--- src/rtl/servile_sram_arbiter.sv ---
// Two-requester 32-bit Wishbone-style front end to a byte-wide SRAM shared with a register file.
// Optional round-robin for simultaneous requests when SERVILE_ARB_RR_EN is defined; m0 wins otherwise.
module servile_sram_arbiter #(
  parameter int aw = 8
) (
  input  logic          i_clk,
  input  logic          i_rst_n,
  input  logic [aw-1:2] i_m0_adr,
  input  logic [31:0]   i_m0_dat,
  input  logic [3:0]    i_m0_sel,
  input  logic          i_m0_we,
  input  logic          i_m0_stb,
  output logic [31:0]   o_m0_rdt,
  output logic          o_m0_ack,
  input  logic [aw-1:2] i_m1_adr,
  input  logic [31:0]   i_m1_dat,
  input  logic [3:0]    i_m1_sel,
  input  logic          i_m1_we,
  input  logic          i_m1_stb,
  output logic [31:0]   o_m1_rdt,
  output logic          o_m1_ack,
  input  logic          i_rf_busy,
  output logic [aw-1:0] o_sram_addr,
  output logic [7:0]    o_sram_wdata,
  output logic          o_sram_wen,
  output logic          o_sram_ren,
  input  logic [7:0]    i_sram_rdata
);

  typedef enum logic [1:0] {IDLE, XFER, WAIT, ACK} state_t;

  state_t          r_state;
  logic            r_gnt;
  logic [1:0]      r_bsel;
  logic            r_rd_pend;
  logic [31:0]     r_rdat;
  logic [31:0]     r_m0_rdt;
  logic [31:0]     r_m1_rdt;
  logic            r_m0_ack;
  logic            r_m1_ack;
  logic [aw-1:2]   r_adr;
  logic [31:0]     r_dat;
  logic [3:0]      r_sel;
  logic            r_we;
`ifdef SERVILE_ARB_RR_EN
  logic            r_last;
`endif

  logic            w_req;
  logic            w_gnt;
  logic            w_issue;
  logic            w_wen;
  logic            w_ren;
  logic [1:0]      w_cap_idx;
  logic [31:0]     w_rdat_nxt;

  assign w_req = i_m0_stb | i_m1_stb;

  // A lone request wins outright; contention goes to m0 unless round-robin is built in.
  always_comb begin
    w_gnt = !i_m0_stb;
`ifdef SERVILE_ARB_RR_EN
    if (i_m0_stb && i_m1_stb) w_gnt = ~r_last;
`endif
  end

  assign w_issue = (r_state == XFER) && !i_rf_busy;
  assign w_wen   = w_issue && r_we && r_sel[r_bsel];
  assign w_ren   = w_issue && !r_we;

  // bsel has already advanced past the byte whose data is arriving now.
  assign w_cap_idx = r_bsel - 2'd1;

  always_comb begin
    w_rdat_nxt = r_rdat;
    if (r_rd_pend) w_rdat_nxt[{w_cap_idx, 3'b000} +: 8] = i_sram_rdata;
  end

  assign o_sram_addr  = {r_adr, r_bsel};
  assign o_sram_wdata = r_dat[{r_bsel, 3'b000} +: 8];
  assign o_sram_wen   = w_wen;
  assign o_sram_ren   = w_ren;
  assign o_m0_ack     = r_m0_ack;
  assign o_m1_ack     = r_m1_ack;
  assign o_m0_rdt     = r_m0_rdt;
  assign o_m1_rdt     = r_m1_rdt;

  always_ff @(posedge i_clk) begin
    if (r_state == IDLE && w_req) begin
      r_adr <= w_gnt ? i_m1_adr : i_m0_adr;
      r_dat <= w_gnt ? i_m1_dat : i_m0_dat;
      r_sel <= w_gnt ? i_m1_sel : i_m0_sel;
      r_we  <= w_gnt ? i_m1_we  : i_m0_we;
    end
  end

  always_ff @(posedge i_clk or negedge i_rst_n) begin
    if (!i_rst_n) begin
      r_state   <= IDLE;
      r_gnt     <= 1'b0;
      r_bsel    <= 2'd0;
      r_rd_pend <= 1'b0;
      r_rdat    <= 32'd0;
      r_m0_rdt  <= 32'd0;
      r_m1_rdt  <= 32'd0;
      r_m0_ack  <= 1'b0;
      r_m1_ack  <= 1'b0;
`ifdef SERVILE_ARB_RR_EN
      r_last    <= 1'b1;
`endif
    end else begin
      r_rd_pend <= w_ren;
      if (r_rd_pend) r_rdat <= w_rdat_nxt;
      r_m0_ack  <= 1'b0;
      r_m1_ack  <= 1'b0;
      case (r_state)
        IDLE: begin
          if (w_req) begin
            r_gnt   <= w_gnt;
            r_bsel  <= 2'd0;
            r_state <= XFER;
`ifdef SERVILE_ARB_RR_EN
            r_last  <= w_gnt;
`endif
          end
        end
        XFER: begin
          if (!i_rf_busy) begin
            r_bsel <= r_bsel + 2'd1;
            if (r_bsel == 2'd3) begin
              if (r_we) begin
                r_state  <= ACK;
                r_m0_ack <= !r_gnt;
                r_m1_ack <= r_gnt;
              end else begin
                r_state <= WAIT;
              end
            end
          end
        end
        // Last read byte lands this cycle; publish the full word with the ack.
        WAIT: begin
          r_state  <= ACK;
          r_m0_ack <= !r_gnt;
          r_m1_ack <= r_gnt;
          if (r_gnt) r_m1_rdt <= w_rdat_nxt;
          else       r_m0_rdt <= w_rdat_nxt;
        end
        ACK:     r_state <= IDLE;
        default: r_state <= IDLE;
      endcase
    end
  end

endmodule

--- config.mk ---
export PLATFORM = sky130hd
export DESIGN_NAME = servile_sram_arbiter
export DESIGN_NICKNAME = d
export VERILOG_FILES = /design/src/rtl/servile_sram_arbiter.sv
export SDC_FILE = /design/constraint.sdc
export NUM_CORES = 1
export LEC_CHECK = 0
export BUFFER_PORTS_ARGS = -buffer_cell sky130_fd_sc_hd__buf_4
export CAP_MARGIN = 10
export CORE_ASPECT_RATIO = 1.4
export CORE_MARGIN = 2
export CORE_UTILIZATION = 45
export DETAILED_ROUTE_END_ITERATION = 6
export PLACE_DENSITY_LB_ADDON = 0.15
export SYNTH_ARGS = -nofsm -noshare
export SYNTH_HDL_FRONTEND = slang
export SYNTH_SLANG_ARGS = --single-unit
--- constraint.sdc ---
create_clock -name i_clk -period 2.4 [get_ports i_clk]
set_clock_uncertainty 0.05 [all_clocks]
set_input_delay 0.6 -clock i_clk [delete_from_list [all_inputs] [get_ports i_clk]]
set_output_delay 0.6 -clock i_clk [all_outputs]
set_load 0.03 [all_outputs]
Word level (Yosys, flattened, before mapping)
Index checks and enable logic that the tools add are counted.
- flip-flop bits (word level): 147
- latch bits: 0
- bits in writable memories: 0
- ROM bits: 0
- input bits: 99
- output and inout port bits: 84
- logic and storage cells: 69
- memories kept: 0
- add/subtract/negate cells: 3
- multiply operators: 0
- div/mod/pow operators: 0
- order comparisons: 1
- eq/ne operators: 7
- shifts and indexed selects: 3
- muxes and demuxes: 24
- bitwise operators: 2
- reduce and logical (&&, ||, !) cells: 16
- operators with widths (operator ; count):
    32-bit 2-to-1 mux ; 2
    32-bit bitwise mux ; 1
    8-bit by 7-bit variable shift with 32-bit output, first input constant ; 1
    32-bit by 6-bit indexed part select with 8-bit output ; 1
    8-bit by 7-bit indexed part select with 32-bit output ; 1
    2-bit 2-to-1 mux ; 5
    1-bit 2-to-1 mux ; 9
    2-bit one-hot mux with 4 select lines ; 1
    5-bit negation with 7-bit output ; 1
    2-bit == test, second input constant ; 3
    6-bit 2-to-1 mux ; 1
    2-bit AND reduction ; 3
    3-bit AND reduction ; 2
    1-bit logical AND ; 5
    1-bit zero test ; 4
    4-bit 2-to-1 mux ; 1
    2-bit != test, second input constant ; 2
    1-bit one-hot mux with 2 select lines ; 2
    2-bit one-hot mux with 2 select lines ; 1
    2-bit by 3-bit < comparator with 1-bit output, second input constant ; 1
    2-bit by 1-bit adder with 2-bit output, second input constant ; 1
    1-bit binary-select mux with 2-bit select ; 1
    2-bit by 1-bit == test with 1-bit output, second input constant ; 1
    2-bit zero test ; 1
    5 further kinds ; 5

Logic depth before layout (Yosys ltp)
Gate-level depths: netlist of run 1.
- word-level depth: 5
- depth in mapped cells: 8
- depth with buffers taken out: 5

Worst setup path after synthesis of run 1
OpenSTA, ideal clock, no wires.
- path type: input -> register
- from: input port i_m0_stb
- to: register r_adr[2] (netlist bit) (enable)
- setup time: 403 ps
- arrival: 2050 ps
- data required time: 1947 ps
- slack: -103 ps
- stages on the path: 3
- path buffers: 2
- cells stage by stage: buf_2 > buf_2 > o21a_1
- longest elaborated chain between the ends: 2
- ends and longest elaborated chain (what ; RTL line ; RTL):
    start, declared ; 12 ; input logic i_m0_stb,
    1-bit OR ; 57 ; assign w_req = i_m0_stb | i_m1_stb;
    1-bit logical AND ; 89 ; if (r_state == IDLE && w_req) begin
    end signal, assigned ; 90 ; r_adr <= w_gnt ? i_m1_adr : i_m0_adr;
    end, declared ; 41 ; logic [aw-1:2] r_adr;
No other way between the ends.
A chain may end at the register's enable or synchronous reset.

Final worst setup path of run 1
- from: register r_bsel[0]
- to: output port o_sram_wdata[5]
- longest elaborated chain between the ends: 1
- ends and longest elaborated chain (what ; RTL line ; RTL):
    start, declared ; 34 ; logic [1:0] r_bsel;
    start signal, assigned ; 129 ; r_bsel <= r_bsel + 2'd1;
    32-bit by 6-bit indexed part select with 8-bit output ; 80 ; assign o_sram_wdata = r_dat[{r_bsel, 3'b000} +: 8];
    end, declared ; 24 ; output logic [7:0] o_sram_wdata,
No other way between the ends.

==> flow_metrics.tcl, run 1 <==
set metrics [dict create \
    critPathRequiredTime_ps 1750 \
    outcome "completed" \
    drt-initial-drc-count 221 \
    cts_tree "done" \
    synth_area_per_cell_sq_um 12.6 \
    synth_cell_types 32 \
    ant_nets 0 \
    critical_path.max_fanout 10 \
    finalSetupViolCount 0 \
    grt_use_met1 0.239 \
    period_share 0.976 \
    synth_edf_count 43 \
    gp_congestion 0.779 \
    overflow 0 \
    synthFlopType "dfrtp_1" \
    start_util 0.460 \
    nNetsFinal 781 \
    syn_nets 597 \
    cts_max_path_buffers 2 \
    std_cell_rows 50 \
    ff2ff_path_depth 6 \
    path_class "flop to primary output" \
    ys_warn_count 0 \
    ir_worst_vdd_v 0.000763 \
    drc 0 \
    syn_area_sq_mm 0.00616 \
    vias_per_cell 5.18 \
    synth_top_area_frac 0.422 \
    routedWlPerCell_um 16.7 \
    busiest_layer "met2" \
    ys_ff_latch 147 \
    ys_top_cells_by_area "dfrtp_1 (42%), edfxtp_1 (21%), mux2_2 (8.0%)" \
    route.vias.total 4500 \
    htree_levels 4 \
    first_global_vias 4711 \
    crit_arrival_ps 1690 \
    met2_usage 0.355 \
    powerDensity_mw_per_mm2 1410 \
    min_period_ps 2340 \
    grt_setup_unrepaired "no" \
    dr.pass1.iters 5 \
    synth.largest_area_cell "dfrtp_1" \
    final_max_slew_viol_count 0 \
    seq_area_frac_synth 0.632 \
    maxCapViolations 0 \
    path_clk_slew_ps 70 \
    worstSkewPairLatency_ps 410 \
    fp.dieW_um 103 \
    max_freq_ghz 0.427 \
    dieArea_sq_mm 0.0147 \
    relSlewSlack 0.616 \
    synthArstFlopShare 0.707 \
    dpl.hpwl_um 10300 \
    worstMarginPinSlew_ps 574 \
    die_y_um 142 \
    wl_um 14500 \
    ff2ff_setup_slack_ps 180 \
    root_buffer "clkbuf_16" \
    start_kind "flop" \
    setup-tns-final_ps 0 \
    cts_buffers 17 \
    synth_cells 490 \
    cts.sinks 147 \
    leakagePower_nw 4.00 \
    hold_path_class "input port to async pin" \
    final_layout_size_suffix_gt1_frac 0.432 \
    cts_hold_buf 0 \
    antenna_found_initial 0 \
    fin_util 0.634 \
    grt_max_degree 65 \
    grt_pass1_wl_um 23200 \
    finalHoldViolations 0 \
    insertedDiodeCount 0 \
    io_buffer_count 182 \
    crit_path_end_kind "primary output" \
    pin_count 183 \
    use_met3 0.0643 \
    grt_usage 0.207 \
    area_delta_synth_final_pct 37.8 \
    core_sq_mm 0.0134 \
]
==> worst max-delay path, stage by stage, from the launching register on <==
cell and delay (ps):
dfrtp_2 430, buf_12 160, mux4_2 500, buf_4 190
==> flip-flops by register name, summed over array words and instances, names as in the netlist <==
register   flops
o_m1_rdt      32
r_we           1
r_rd_pend      1
r_dat         32
o_m1_ack       1
r_bsel         2
r_state        2
r_gnt          1
r_rdat        32
o_m0_ack       1
r_sel          4
o_m0_rdt      32
r_adr          6
==> what timing repair did <==
item	in CTS	in global routing
resized for setup	4	4
buffers inserted	1	2
endpoints found under the hold margin	0	0
pin swaps	0	0
endpoints found under the setup margin	9	5
==> path summary, 6_finish.rpt <==
kind	startpoint	end
worst max-delay path	r_bsel[0]$_DFFE_PN0P_	o_sram_wdata[5]
worst min-delay path	i_rst_n	o_m0_rdt[0]$_DFFE_PN0P_
worst max register to register	r_bsel[0]$_DFFE_PN0P_	o_m1_rdt[20]$_DFFE_PN0N_
worst min register to register	r_rdat[30]$_DFFE_PN0P_	r_rdat[30]$_DFFE_PN0P_
max in group asynchronous	i_rst_n	r_rdat[27]$_DFFE_PN0P_
min in group i_clk	i_m1_adr[6]	r_adr[6]$_DFFE_PP_
==> where the power goes <==
group          total [mW]  switching, mW  internal (mW)
clock                2.95           1.06           1.89
sequential           4.06          0.484           3.58
combinational        4.95           3.04           1.91
==> cells in the final DEF, fill, tap and decap left out, drive strengths merged, types with 18 or more instances in the layout <==
master  instances
mux2           44
a21oi          67
inv            40
nor2           69
dfrtp         104
buf           196
and3           18
clkbuf         20
edfxtp         43
==> cell type report <==
class	count	area, sq um
clock buffer	20	479
timing repair buffer	196	1560
inverter	37	139
tap	182	228
clock inverter	12	190
fill	1093	4890
sequential	147	3890
multi-input combinational	275	2000
==> synthesized netlist by cell type, types with 2 or more instances <==
master	instances
a21oi_1	67
a22oi_1	16
a32oi_1	16
and2_1	2
and3_1	10
and3_2	8
and4bb_2	2
buf_2	10
buf_4	5
clkbuf_1	14
dfrtp_1	104
edfxtp_1	43
ha_1	8
inv_1	37
mux2_2	44
mux4_2	9
nand2_1	6
nand2b_1	2
nor2_1	69
nor2b_1	2
nor3b_1	2
o211ai_1	2
o21ai_0	3
==> per-stage QoR <==
stage / total power [mW] / instance area, sq um / hold WS, ps / setup WS (ps) / std cells
global route: 12.6 / 8490 / 157 / 1.68 / 869
detailed placement: 9.03 / 7770 / 430 / 184 / 834
CTS: 12.0 / 8460 / 147 / 12.7 / 867
floorplan: 7.12 / 6160 / 254 / 88.0 / 490
global placement: 8.90 / 7770 / 430 / 288 / 834
finish: 12.0 / 8490 / 123 / 57.4 / 869
==> logic make-up (layout without fill, tap and decap cells) <==
kind of cell	count (synthesis)	after routing	share of synthesized area
multiplexers	53	53	0.113
adder cells (fa/ha/maj)	8	8	0.0162
AO/OA/AOI/OAI	109	109	0.108
AND/OR/NAND/NOR	105	105	0.0828
flip-flops	147	147	0.632
buffers and inverters	68	265	0.0479
==> metal layers <==
layer	routed length, um	part of all wire
met1	5460	0.38
met2	7550	0.52
met3	1170	0.080
met4	326	0.022
met5	0	0
Power figures use the tool's default switching activity.
==> run 2: changes to the inputs <==
CTS_BUF_LIST = sky130_fd_sc_hd__clkbuf_4 sky130_fd_sc_hd__clkbuf_8 sky130_fd_sc_hd__clkbuf_16   (was default)
==> run 2 against run 1 <==
Register-to-register slack hardly changed. First-iteration DRC count shrank 11%. Clock-buffer cell count did not move. Sequential share of layout area is essentially flat. Maximum frequency grew 0.14%. Sequential power about the same. Critical endpoint unchanged. Wire length hardly changed. Final cell count unchanged.
==> flow_metrics.tcl, run 2 (synthesis gave the netlist of run 1 again) <==
set metrics [dict create \
    finalSetupViolCount 0 \
    grt_max_degree 65 \
    path_cells "buf_12, mux4_2, buf_4" \
    cts_hold_buf 0 \
    worst-path-buf-inv 2 \
    grt_use_met1 0.239 \
    relSlewSlack 0.625 \
    use_met3 0.0648 \
    drt-initial-drc-count 197 \
    nNetsFinal 781 \
    std_cell_rows 50 \
    final_layout_size_suffix_gt1_frac 0.434 \
    r2r-end "o_m1_rdt[20]$_DFFE_PN0N_" \
    antenna_found_initial 0 \
    area_delta_synth_final_pct 37.9 \
    cp_slowest_cell "mux4_2" \
    first_global_vias 4702 \
    htree_levels 4 \
    min_period_ps 2340 \
    powerDensity_mw_per_mm2 1410 \
    cp_slowest_stage_delay_ps 500 \
    path_class "flop to primary output" \
    drc 0 \
    ff_latch_area_sq_mm 0.00389 \
    critical_path.max_fanout 10 \
    root_buffer "clkbuf_16" \
    dpl.hpwl_um 10300 \
    io_buffer_count 182 \
    route.vias.total 4483 \
    pin_count 183 \
    hold_path_class "input port to async pin" \
    max_freq_ghz 0.427 \
    grt_pass1_wl_um 23100 \
    cp_top_family "multiplexers" \
    cts.sinks 147 \
    ant_nets 0 \
    dr.pass1.iters 4 \
    vias_per_cell 5.16 \
    met2_usage 0.354 \
    routedWlPerCell_um 16.7 \
    start_kind "flop" \
    layout_commonest_cell "buf_4" \
    fillers 1091 \
    reg2reg_from "r_bsel[0]$_DFFE_PN0P_" \
    gp_congestion 0.779 \
    whs_ps 126 \
    worstSkewPairLatency_ps 410 \
    path_clk_slew_ps 60 \
    start_util 0.460 \
    setup-tns-final_ps 0 \
    die_y_um 142 \
    leakagePower_nw 4.01 \
    core_sq_mm 0.0134 \
    layout_common_cells "buf_4 (187), dfrtp_1 (103), nor2_1 (69), a21oi_1 (67), mux2_2 (44)" \
    critPathRequiredTime_ps 1750 \
    worstMarginPinSlew_ps 560 \
    outcome "completed" \
    maxCapViolations 0 \
    cts_buffers 17 \
    finalHoldViolations 0 \
    grt_setup_unrepaired "no" \
    wl_um 14500 \
    overflow 0 \
    busiest_layer "met2" \
    final_max_slew_viol_count 0 \
    crit_path_end_kind "primary output" \
    crit_arrival_ps 1690 \
    multi_input_area_sq_mm 0.00200 \
    ff2ff_path_depth 6 \
    ir_worst_vdd_v 0.000759 \
    cts_tree "done" \
    period_share 0.975 \
    dieArea_sq_mm 0.0147 \
    power_mw 12.0 \
    grt_usage 0.207 \
    insertedDiodeCount 0 \
    fp.dieW_um 103 \
    ff2ff_setup_slack_ps 190 \
    cts_max_path_buffers 2 \
]
[run 2: layout make-up]
| cell class | instances | share of cell area |
|---|---|---|
| flip-flops and latches | 147 | 0.458 |
| well taps | 182 | 0.0268 |
| multi-input cells | 275 | 0.236 |
| inverters | 37 | 0.0163 |
| repair buffers | 196 | 0.183 |
| clock inverters | 12 | 0.0224 |
| clock buffers | 20 | 0.0568 |
[run 2: per-stage QoR]
stage | util | setup slack (ps) | instance area [sq um] | std cells
3_3_place_gp | 0.580 | 288 | 7770 | 834
2_1_floorplan | - | 88.0 | 6160 | 490
4_1_cts | 0.632 | 12.7 | 8460 | 867
5_1_grt | 0.635 | 1.68 | 8500 | 869
3_5_place_dp | 0.580 | 184 | 7770 | 834
6_report | 0.635 | 60.7 | 8500 | 869
[run 2: report_power, final]
part           internal [mW]  switching [mW]  total, mW  leakage, nW
Clock                   1.90            1.06       2.95        0.323
Combinational           1.91            3.04       4.95         1.99
Sequential              3.58           0.484       4.06         1.69
[run 2: per-layer routing]
layer  share of wire  vias up
met5               0        -
met4           0.019        0
met3           0.075       20
met2            0.53      191
met1            0.38     2161
li1                -     2111
[run 2: worst max path at each step]
| stage | startpoint | end | cells after the start |
|---|---|---|---|
| final | r_bsel[0]$_DFFE_PN0P_ | o_sram_wdata[5] | 3 |
| after detailed placement | r_bsel[0]$_DFFE_PN0P_ | o_m0_rdt[20]$_DFFE_PN0P_ | 5 |
| after global placement | r_bsel[0]$_DFFE_PN0P_ | o_m0_rdt[22]$_DFFE_PN0P_ | 5 |
| after CTS | r_bsel[0]$_DFFE_PN0P_ | o_sram_wdata[5] | 3 |
| after floorplan | r_bsel[0]$_DFFE_PN0P_ | o_m0_rdt[16]$_DFFE_PN0P_ | 7 |
| after global routing | r_bsel[0]$_DFFE_PN0P_ | o_sram_wen | 3 |
[run 2: timing repair]
action / in CTS / in global routing
setup endpoints to repair: 9 / 5
setup buffers: 1 / 2
gates cloned: 0 / 0
hold endpoints to repair: 0 / 0
gates resized for setup: 4 / 4
==> run 3: changes to the inputs <==
GPL_TIMING_DRIVEN = 0   (was default)
==> run 3 against run 2 <==
First-iteration DRC count up 16%. Critical endpoint is now o_sram_wen. Via count rose by 2.3%. Critical path type unchanged. Power is 3.0% lower. Register-to-register slack got worse by 40 ps. Design area down 0.47%. Critical path depth is 1 higher. Utilization fell by 0.30 points. Final cell count rose by 2.8%. Non-clock buffer count is 24 higher.
==> flow_metrics.tcl, run 3 (synthesis gave the netlist of run 1 again) <==
set metrics [dict create \
    worstMarginPinSlew_ps 984 \
    drt-initial-drc-count 229 \
    start_kind "flop" \
    cts_buffers 17 \
    routedWlPerCell_um 17.1 \
    ir_worst_vdd_v 0.000531 \
    outcome "completed" \
    p_sw_mw 4.62 \
    insertedDiodeCount 0 \
    std_cell_rows 50 \
    powerDensity_mw_per_mm2 1370 \
    relSlewSlack 0.344 \
    final_max_slew_viol_count 0 \
    first_global_vias 4817 \
    route.vias.total 4587 \
    power.share.sequential 0.349 \
    wl_met2_um 8140 \
    top_layer "met4" \
    grt_pass1_wl_um 24400 \
    crit_start "r_bsel[0]$_DFFE_PN0P_" \
    layout_commonest_cell "buf_4" \
    gp_congestion 0.794 \
    wl_met3_um 1190 \
    dr.pass1.iters 5 \
    layout_common_cells "buf_4 (185), dfrtp_1 (103), nor2_1 (69), a21oi_1 (67), mux2_2 (44)" \
    fin_util 0.632 \
    leakagePower_nw 4.01 \
    worstSkewPairLatency_ps 410 \
    area_delta_synth_final_pct 37.2 \
    nNetsFinal 805 \
    critical_path.max_fanout 6 \
    internal_power_mw 6.99 \
    grt_max_degree 105 \
    cts_max_path_buffers 2 \
    finalSetupViolCount 0 \
    pin_count 183 \
    instances_no_fill 893 \
    power_mw 11.6 \
    wl_met1_um 5690 \
    cts.sinks 147 \
    htree_levels 4 \
    dpl.hpwl_um 11100 \
    layout_setup_ws_ps 26.8 \
    path_class "flop to primary output" \
    hold_path_class "input port to async pin" \
    grt_setup_unrepaired "yes" \
    max_freq_ghz 0.421 \
    period_share 0.989 \
    crit_arrival_ps 1720 \
    crit_path_end_kind "primary output" \
    sw_frac_of_total 0.398 \
    ant_nets 0 \
    wl_um 15200 \
    min_period_ps 2370 \
    dp_cells 854 \
    io_buffer_count 182 \
    path_clk_slew_ps 60 \
    start_util 0.460 \
    vias_per_cell 5.14 \
    grt_usage 0.221 \
    overflow 0 \
    cts_hold_buf 0 \
    cts_tree "done" \
    root_buffer "clkbuf_16" \
    fillers 1107 \
    core_sq_mm 0.0134 \
    whs_ps 229 \
    fp.dieW_um 103 \
    finalHoldViolations 0 \
    die_y_um 142 \
    final_layout_size_suffix_gt1_frac 0.433 \
    drc 0 \
    reg2reg_from "r_bsel[1]$_DFFE_PN0P_" \
    clockPowerShare 0.214 \
    comb_power_share 0.437 \
    post-place-ws_ps -218 \
    maxCapViolations 0 \
    antenna_found_initial 0 \
    dieArea_sq_mm 0.0147 \
    critPathRequiredTime_ps 1750 \
]
==> run 3: cell count changes in the layout (fill, tap and decap cells not counted), moves of 4 or more <==
cell and change:
clkbuf_1 +13, buf_12 -5, buf_2 +8, buf_6 +6, clkinv_2 +4, bufinv_16 -4
==> run 3: timing repair <==
item	4_1_cts	5_1_grt
resized for setup	14	8
endpoints found under the setup margin	63	25
pin swaps	1	0
gates cloned	0	0
buffers inserted	6	1
==> run 3: final timing paths <==
path,endpoint,slack (ps),depth (start not counted)
max reg2reg,o_m0_rdt[14]$_DFFE_PN0P_,150,6
min reg2reg,r_rdat[9]$_DFFE_PN0P_,450,2
min,o_m1_rdt[4]$_DFFE_PN0N_,230,1
max in group asynchronous,r_bsel[0]$_DFFE_PN0P_,1370,1
min in group i_clk,r_dat[10]$_DFFE_PP_,440,2
max,o_sram_wen,30,4
==> run 3: final cells by class <==
class	count	area [sq um]	share of cell area
multi-input combinational	275	2000	0.237
inverter	37	139	0.0164
buffer	31	183	0.0216
timing repair buffer	189	1450	0.171
clock inverter	11	72.6	0.00858
clock buffer	21	490	0.0580
tap	182	228	0.0269
sequential	147	3890	0.461
==> run 3: critical path: stages (launching register included) <==
cell     delay [ps]
dfrtp_2         370
buf_8           120
mux4_2          490
and3_4          200
buf_6           130
==> run 3: layer usage <==
layer  global-route usage  up-vias
met4               0.0679        0
met3               0.0825       12
met1                0.256     2247
li1                     -     2154
met5                    0        -
met2                0.378      174
==> run 3: stage by stage <==
step	TNS (ps)	cell area [sq um]
6_report	0	8460
5_1_grt	-139	8460
4_1_cts	0	8420
3_5_place_dp	-9170	7760
3_3_place_gp	-5410	7760
2_1_floorplan	0	6160
==> run 3: power groups by stage <==
stage / sequential [mW] / clock (mW) / combinational (mW)
after floorplan: 5.20 / 0 / 1.92
after global placement: 4.05 / 0 / 4.85
after detailed placement: 4.10 / 0 / 4.94
after CTS: 4.05 / 2.53 / 5.08
after global routing: 4.15 / 2.65 / 5.49
final: 4.05 / 2.48 / 5.08
